`config.mk`:
```
export PLATFORM = sky130hd
export DESIGN_NAME = ram_arbiter
export DESIGN_NICKNAME = d
export VERILOG_FILES = /design/src/rtl/ram_arbiter.sv
export SDC_FILE = /design/constraint.sdc
export NUM_CORES = 1
export LEC_CHECK = 0
export ABC_AREA = 1
export CORE_ASPECT_RATIO = 0.75
export CORE_MARGIN = 10
export CORE_UTILIZATION = 33
export DETAILED_ROUTE_END_ITERATION = 8
export PLACE_DENSITY = 0.87
export SLEW_MARGIN = 20
export SYNTH_ARGS = -nofsm -noshare
export SYNTH_HDL_FRONTEND = slang
export SYNTH_SLANG_ARGS = --single-unit
```
`constraint.sdc`:
```
create_clock -name clk -period 2 [get_ports clk]
set_input_delay 0.2 -clock clk [delete_from_list [all_inputs] [get_ports clk]]
set_output_delay 0.2 -clock clk [all_outputs]
set_load 0.02 [all_outputs]
```
`src/rtl/ram_arbiter.sv`:
```
// ram_arbiter: round-robin arbiter and two-stage sequencer in front of the
// single-port data RAM. Port 0 is the core load/store unit and port 1 is the
// debug/loader port. Out-of-range accesses never reach the RAM, but they still
// get an error response so that the requester's in-order bookkeeping stays intact.
module ram_arbiter #(
  parameter int DEPTH = 2561,
  parameter int IDX_W = 32
) (
  input  logic             clk,
  input  logic             rst,
  input  logic             p0_req,
  input  logic             p0_we,
  input  logic [3:0]       p0_be,
  input  logic [31:0]      p0_addr,
  input  logic [31:0]      p0_wdata,
  output logic             p0_gnt,
  output logic             p0_rvalid,
  output logic [31:0]      p0_rdata,
  output logic             p0_err,
  input  logic             p1_req,
  input  logic             p1_we,
  input  logic [3:0]       p1_be,
  input  logic [31:0]      p1_addr,
  input  logic [31:0]      p1_wdata,
  output logic             p1_gnt,
  output logic             p1_rvalid,
  output logic [31:0]      p1_rdata,
  output logic             p1_err,
  output logic             ram_is_store,
  output logic             ram_is_load,
  output logic [3:0]       ram_w_enable,
  output logic [IDX_W-1:0] ram_addr,
  output logic [31:0]      ram_w_data,
  input  logic [31:0]      ram_r_data
);

  localparam logic [31:0] DEPTH_W = 32'(DEPTH);

  // last = port granted most recently; the other port wins a tie.
  logic        last;
  logic        gnt0, gnt1, acc;
  logic        sel_we;
  logic [3:0]  sel_be;
  logic [31:0] sel_addr, sel_wdata, sel_idx;
  logic        sel_ok;
  logic        unused_addr_lsb;

  logic        s1_valid, s1_port, s1_load, s1_err;
  logic        s2_valid, s2_port, s2_load, s2_err;

  // Round-robin grant: a lone requester always wins; on a tie the port that was not granted last wins.
  always_comb begin
    gnt0 = p0_req && (!p1_req || last);
    gnt1 = p1_req && (!p0_req || !last);
    acc  = gnt0 || gnt1;
  end

  assign p0_gnt = gnt0;
  assign p1_gnt = gnt1;

  // Mux the granted port's command and range-check its word index.
  always_comb begin
    sel_we    = gnt1 ? p1_we    : p0_we;
    sel_be    = gnt1 ? p1_be    : p0_be;
    sel_addr  = gnt1 ? p1_addr  : p0_addr;
    sel_wdata = gnt1 ? p1_wdata : p0_wdata;
    sel_idx   = {2'b00, sel_addr[31:2]};
    sel_ok    = (sel_idx < DEPTH_W);
  end

  assign unused_addr_lsb = ^sel_addr[1:0];

  // Round-robin pointer; it holds on idle cycles.
  always_ff @(posedge clk or posedge rst) begin
    if (rst) last <= 1'b1;
    else if (acc) last <= gnt1;
  end

  // Stage S1: registered RAM command plus the response tag for the accepted request.
  always_ff @(posedge clk or posedge rst) begin
    if (rst) begin
      ram_is_store <= 1'b0;
      ram_is_load  <= 1'b0;
      ram_w_enable <= '0;
      ram_addr     <= '0;
      ram_w_data   <= '0;
      s1_valid     <= 1'b0;
      s1_port      <= 1'b0;
      s1_load      <= 1'b0;
      s1_err       <= 1'b0;
    end else begin
      s1_valid <= acc;
      s1_port  <= gnt1;
      s1_load  <= !sel_we;
      s1_err   <= !sel_ok;
      if (acc && sel_ok) begin
        ram_is_store <= sel_we;
        ram_is_load  <= !sel_we;
        ram_w_enable <= sel_we ? sel_be : 4'b0000;
        ram_addr     <= IDX_W'(sel_idx);
        ram_w_data   <= sel_wdata;
      end else begin
        ram_is_store <= 1'b0;
        ram_is_load  <= 1'b0;
        ram_w_enable <= '0;
        if (acc) ram_addr <= '0;
      end
    end
  end

  // Stage S2: the tag moves forward while the RAM performs the access on the same edge.
  always_ff @(posedge clk or posedge rst) begin
    if (rst) begin
      s2_valid <= 1'b0;
      s2_port  <= 1'b0;
      s2_load  <= 1'b0;
      s2_err   <= 1'b0;
    end else begin
      s2_valid <= s1_valid;
      s2_port  <= s1_port;
      s2_load  <= s1_load;
      s2_err   <= s1_err;
    end
  end

  // Route the response to the owning port; read data passes straight through from the RAM.
  always_comb begin
    p0_rvalid = s2_valid && !s2_port;
    p1_rvalid = s2_valid && s2_port;
    p0_err    = p0_rvalid && s2_err;
    p1_err    = p1_rvalid && s2_err;
    p0_rdata  = (p0_rvalid && s2_load && !s2_err) ? ram_r_data : 32'h0;
    p1_rdata  = (p1_rvalid && s2_load && !s2_err) ? ram_r_data : 32'h0;
  end

endmodule

```
==> results of run 1 <==
## per-stage QoR
stage          setup TNS, ns  total power (W)
2_1_floorplan              0         0.001980
3_3_place_gp          -10.40         0.002444
3_5_place_dp          -12.58         0.002454
4_1_cts               -1.066         0.003970
5_1_grt               -9.087         0.004153
6_report              -2.022         0.003945
## final cells by class
class	count	area, um^2	share of cell area
sequential	77	1928	0.2286
multi-input combinational	446	2029	0.2406
timing repair buffer	361	3613	0.4284
inverter	99	375.4	0.04450
clock buffer	12	236.5	0.02804
clock inverter	4	32.53	0.003857
tap	175	219.0	0.02596
## routing by layer
layer  vias to the layer above  global-route usage  part of all wire
li1                       2651                   -                 -
met1                      2369              0.1909              0.37
met2                       221              0.3170              0.49
met3                        19             0.08913              0.12
met4                         0             0.04294             0.015
met5                         -                   0                 0
## final timing paths
kind	startpoint	to	slack (ns)	cells after the start
worst max-delay path	last	ram_w_data[23]	-0.07	14
worst min-delay path	rst	ram_w_data[26]	0.30	3
worst max register to register	last	ram_w_data[23]	-0.07	14
worst min register to register	s1_valid	s2_valid	0.35	0
max in group asynchronous	rst	last	1.41	3
min in group clk	s1_valid	s2_valid	0.35	0
## power by group
| part | switching (W) | leakage [nW] | total [W] | internal (W) |
|---|---|---|---|---|
| Combinational | 0.000396 | 3.37 | 0.000898 | 0.000503 |
| Sequential | 0.00000598 | 1.05 | 0.00158 | 0.00157 |
| Clock | 0.000622 | 0.123 | 0.00147 | 0.000848 |
## placed cells by master (no fill, tap or decap), drive strengths merged, types with 3 or more instances in the layout
master | synthesis | layout
nand2 | 259 | 259
clkdlybuf4s50 | 0 | 240
nor2 | 100 | 100
inv | 99 | 99
dfrtp | 76 | 76
dlygate4sd2 | 0 | 64
buf | 33 | 52
nand4 | 45 | 45
nand3b | 15 | 15
clkbuf | 11 | 14
o21ai | 12 | 12
nand3 | 8 | 8
mux2i | 4 | 4
clkinvlp | 0 | 3
## tightest hold or removal path, delay by kind of cell
kind | cells | cell delay (ns)
buffers and inverters | 3 | 0.81
## kinds of logic (layout without fill, tap and decap cells)
group / Yosys count / after routing / share of synthesized area
buffers and inverters: 143 / 476 / 0.1625
flip-flops: 77 / 77 / 0.4159
AND/OR/NAND/NOR: 428 / 428 / 0.3984
multiplexers: 4 / 4 / 0.008637
other: 1 / 2 / 0.0008089
AO/OA/AOI/OAI: 12 / 12 / 0.01376
## what timing repair did
action,CTS,global route
cloned,1,2
pin swaps,1,12
endpoints found under the setup margin,117,53
resized for setup,78,24
buffers inserted,7,7
==> results.toml, run 1 <==
[sta]
fmax_mhz = 482.4
layout_setup_ws_ns = -0.07308
finalSetupViolations = 44
hold_viol = 0
post-route-min-period_ns = 2.073
period_share = 1.037
skew_ns = 0.004952
hold_ws_ns = 0.2954
maxSlewViolCount = 0
rsz0062_at_grt = "yes"

[cts]
clk_latency_ns = 0.33
cts_tree = "yes"
htreeDepth = 3
clkSlewWorstSetupHoldPaths_ns = 0.06
cts_hold_buffers = 0
numCtsBuffers = 9
numClockSinks = 77
cts_max_path_buffers = 2
clock-root-buffer = "clkbuf_16"

[worst_setup_path]
crit_path_top_delay_cell = "dfstp_2"
endpoint_kind = "flip-flop"
crit_buf_inv = 4
worstPathCellList = "nand2_4 > nand2_8 > buf_6 > nand2_1 > nand2_1 > nand2_1 > nor2_2 > nand3_2 > nor2_4 > buf_12 > buf_12 > clkbuf_16 > nand4_1 > nand2_1"
arrival_ns = 2.34
crit_path_start_kind = "flip-flop"
cp_data_required_time_ns = 2.27
max_stage_delay_ns = 0.56
worst-path-max-fanout = 14
crit_family = "simple AND/OR/NAND/NOR gates"
worst-setup-path-type = "reg -> reg"
cp_common_cell = "nand2_1"

[worst_hold_path]
hold_path.class = "in -> async"

[power]
powerDensity_nw_per_um2 = 467.8
p_leak_nw = 4.541
vdd_drop_max_mv = 0.3743

[grt]
grt.total_usage = 0.1802
antenna_found_initial = 0
grt_pass1_vias = 5214
grt_max_degree = 55
grt-ovfl-total = 0
grt_pass1_wl_um = 27620

[placed_design]
pre_cts_ws_ns = -0.2949
gp_congestion = 0.8127
io_buffers = 307
place_hpwl_um = 14710
dp.cells = 1141
placed_area_um2 = 7924

[floorplanning]
std_cell_rows = 37
die_w_um = 156.9
dieHeight_um = 122.6
die_area_um2 = 19240
core-area_um2 = 13750
start_util = 0.3372
io_pins = 314

[cells_and_area]
largest_reg_flops = 32
finalInstanceArea_um2 = 8434
final_util = 0.6134
drive_above_1_share = 0.09810
n_antenna_cell = 0
regMostFlops = "ram_w_data"
syn_to_final_growth_pct = 81.94
nets = 1168
fillerInstances = 1196
finalNonFillerCells = 1174
reg_top3 = "ram_w_data (32), ram_addr (30), ram_w_enable (4)"

[route]
avgRoutedWirePerCell_um = 15.89
drt-initial-drc-count = 278
vias_per_cell = 4.480
postRouteAntennaNets = 0
dr_total_vias = 5260
drc_errors = 0
dr.pass1.iters = 4
wl_um = 18660

[logic_synthesis]
synth_cells = 665
yosysWarnings = 0
synth_ff_type = "dfrtp_1"
avgSynthCellArea_um2 = 6.971
synth.most_common_cell = "nand2_1"
synth.top_cells.by_area = "dfrtp_1, nand2_1, inv_1"
synth_top_cell_by_area = "dfrtp_1"
synthTopCellsByCount = "nand2_1, inv_1, nor2_1"
synth_cell_types = 28
ys_seq_elements = 77
synth-edff-count = 0
synth_area_um2 = 4636
yosysTopAreaCellShare = 0.4103
async_flop_share = 1.000
seq_area_frac_synth = 0.4159

[run]
maxCapViolCount = 0

[status]
violations = "setup timing"
status = "finished, violations left"
(Power assumes the default switching activity.)
==> inputs of run 2 (changes only) <==
--- a/config.mk
+++ b/config.mk
@@ -7,8 +7,9 @@
 export LEC_CHECK = 0
 export ABC_AREA = 1
 export CORE_ASPECT_RATIO = 0.75
-export CORE_MARGIN = 10
+export CORE_MARGIN = 3
 export CORE_UTILIZATION = 33
+export CTS_CLUSTER_SIZE = 10
 export DETAILED_ROUTE_END_ITERATION = 8
 export PLACE_DENSITY = 0.87
 export SLEW_MARGIN = 20
==> run 2 against run 1 <==
Compared with the run above:
- clock-buffer cell count is 3 lower
- wire length fell by 13%
- highest routed layer unchanged
- design area down 2.1%
- clock power rose by 7%
- the flow still finishes with violations (setup timing)
- core utilization increased by 0.39 points
- combinational power shrank 2%
- maximum frequency is 1.5% higher
- cell count down 1.9%
- critical endpoint is now ram_w_data[29]
- critical path type is now in -> reg
==> results.toml, run 2 (synthesis results as in run 1) <==
[route]
avgRoutedWirePerCell_um = 14.01
dr_total_vias = 5184
drc_errors = 0
wl_um = 16140
postRouteAntennaNets = 0
drt-initial-drc-count = 224
vias_per_cell = 4.500
dr.pass1.iters = 4

[worst_hold_path]
hold_path.class = "in -> async"

[worst_setup_path]
max_stage_delay_ns = 0.58
endpoint = "ram_w_data[29]"
crit_start = "p1_req"
ff2ff_path_depth = 12
endpoint_kind = "flip-flop"
r2r_start = "last"
regToRegSetupSlack_ns = -0.04
worst-path-max-fanout = 8
arrival_ns = 2.26
crit_path_top_delay_cell = "clkdlybuf4s50_1"
cp_common_cell = "nand2_1"
worstPathCellList = "clkdlybuf4s50_1 > nand2_8 > clkbuf_16 > buf_4 > o21ai_1 > nand2_1 > nor2_2 > nand2_2 > nor2_4 > nand3_4 > clkbuf_16 > nand2_1 > nand2_1"
r2r-end = "ram_w_data[29]"
cp_data_required_time_ns = 2.22
crit_path_start_kind = "primary input"
worst-setup-path-type = "in -> reg"

[sta]
post-route-min-period_ns = 2.042
worst_pin_slew_ns = 0.4928
fmax_mhz = 489.7
setup_tns_ns = -0.6987
relSlewSlack = 0.6680
period_share = 1.021
maxSlewViolCount = 0
rsz0062_at_grt = "yes"
hold_viol = 0
finalSetupViolations = 36
skew_ns = 0.006668
hold_ws_ns = 0.3178
layout_setup_ws_ns = -0.04197

[run]
maxCapViolCount = 0

[cells_and_area]
largest_reg_flops = 32
mostFrequentLayoutCell = "nand2_1"
reg_top3 = "ram_w_data (32), ram_addr (30), ram_w_enable (4)"
syn_to_final_growth_pct = 78.14
n_antenna_cell = 0
finalNonFillerCells = 1152
final_cell_mix = "nand2_1, clkdlybuf4s50_1, inv_1, nor2_1, dfrtp_1"
nets = 1150
drive_above_1_share = 0.08053
regMostFlops = "ram_w_data"

[cts]
clkSlewWorstSetupHoldPaths_ns = 0.07
numCtsBuffers = 9
clk_latency_ns = 0.33
cts_max_path_buffers = 2
numClockSinks = 77
clock-root-buffer = "clkbuf_16"
cts_tree = "yes"
htreeDepth = 3

[placed_design]
gp_congestion = 0.8084
io_buffers = 307
place_hpwl_um = 12400
dp.cells = 1125

[status]
violations = "setup timing"
status = "finished, violations left"

[power]
powerDensity_nw_per_um2 = 487.5
vdd_drop_max_mv = 0.3831
finalPower_w = 0.004026
p_leak_nw = 4.461

[floorplanning]
std_cell_rows = 36
die_w_um = 142.9
core-area_um2 = 13380
start_util = 0.3465
dieHeight_um = 108.6
io_pins = 314
die_area_um2 = 15520

[grt]
grt-ovfl-total = 0
grt.total_usage = 0.1924
grt_pass1_wl_um = 23780
grt_pass1_vias = 4794
antenna_found_initial = 0
grt_max_degree = 78
-- run 2: how the worst min path moves through the flow --
| stage | endpoint | slack (ns) | cells after the start |
|---|---|---|---|
| finish | ram_addr[20] | 0.32 | 3 |
| global route | ram_addr[20] | 0.34 | 3 |
| CTS | ram_addr[20] | 0.34 | 3 |
| detailed placement | s2_load | 0.34 | 0 |
| global placement | s2_valid | 0.33 | 0 |
| floorplan | last | 0.33 | 3 |
-- run 2: final cells by class --
| cell class | instances | area [um^2] |
|---|---|---|
| Fill cell | 1155 | 5120 |
| Timing Repair Buffer | 343 | 3438 |
| Multi-Input combinational cell | 446 | 2013 |
| Sequential cell | 77 | 1928 |
| Inverter | 99 | 375.4 |
| Clock buffer | 9 | 225.2 |
| Tap cell | 171 | 214.0 |
| Clock inverter | 7 | 63.81 |
-- run 2: power breakdown --
group / internal (W) / total, W / switching [W] / leakage [nW]
Combinational: 0.000488 / 0.000880 / 0.000392 / 3.28
Clock: 0.000869 / 0.00157 / 0.000701 / 0.136
Sequential: 0.00157 / 0.00158 / 0.00000575 / 1.05
Total: 0.00293 / 0.00403 / 0.00110 / 4.46
-- run 2: stage by stage --
stage          utilization  instance area [um^2]  setup slack, ns
2_1_floorplan            -                  4643           0.2281
3_3_place_gp        0.5861                  7841          -0.1850
6_report            0.6173                  8258         -0.04197
3_5_place_dp        0.5861                  7841          -0.2196
4_1_cts             0.6030                  8066         0.004189
5_1_grt             0.6173                  8258          -0.1761
-- run 2: repair_timing --
| item | in CTS | in global routing |
|---|---|---|
| buffers inserted | 2 | 5 |
| pin swaps | 2 | 5 |
| endpoints found under the setup margin | 102 | 52 |
| resized for setup | 70 | 22 |
| endpoints found under the hold margin | 0 | 0 |
| cloned | 0 | 4 |
| hold buffers | 0 | 0 |
-- run 2: routing by layer --
| layer | GRT usage | vias up | routed length, um |
|---|---|---|---|
| met4 | 0.04953 | 0 | 244 |
| li1 | - | 2617 | - |
| met1 | 0.2225 | 2335 | 6345 |
| met5 | 0 | - | 0 |
| met2 | 0.3509 | 212 | 8458 |
| met3 | 0.05480 | 20 | 1095 |
-- run 2: critical path: cells and delay by family --
family	cells	cell delay, ns
compound gates	1	0.13
buf+inv	4	1.09
simple gates	8	0.82
==> inputs of run 3 (changes only) <==
--- a/config.mk
+++ b/config.mk
@@ -9,6 +9,7 @@
 export CORE_ASPECT_RATIO = 0.75
 export CORE_MARGIN = 3
 export CORE_UTILIZATION = 33
+export CTS_BUF_LIST = sky130_fd_sc_hd__clkbuf_16
 export CTS_CLUSTER_SIZE = 10
 export DETAILED_ROUTE_END_ITERATION = 8
 export PLACE_DENSITY = 0.87
==> results of run 3 <==
No change in the layout: final DEF, timing and power equal those of run 2.
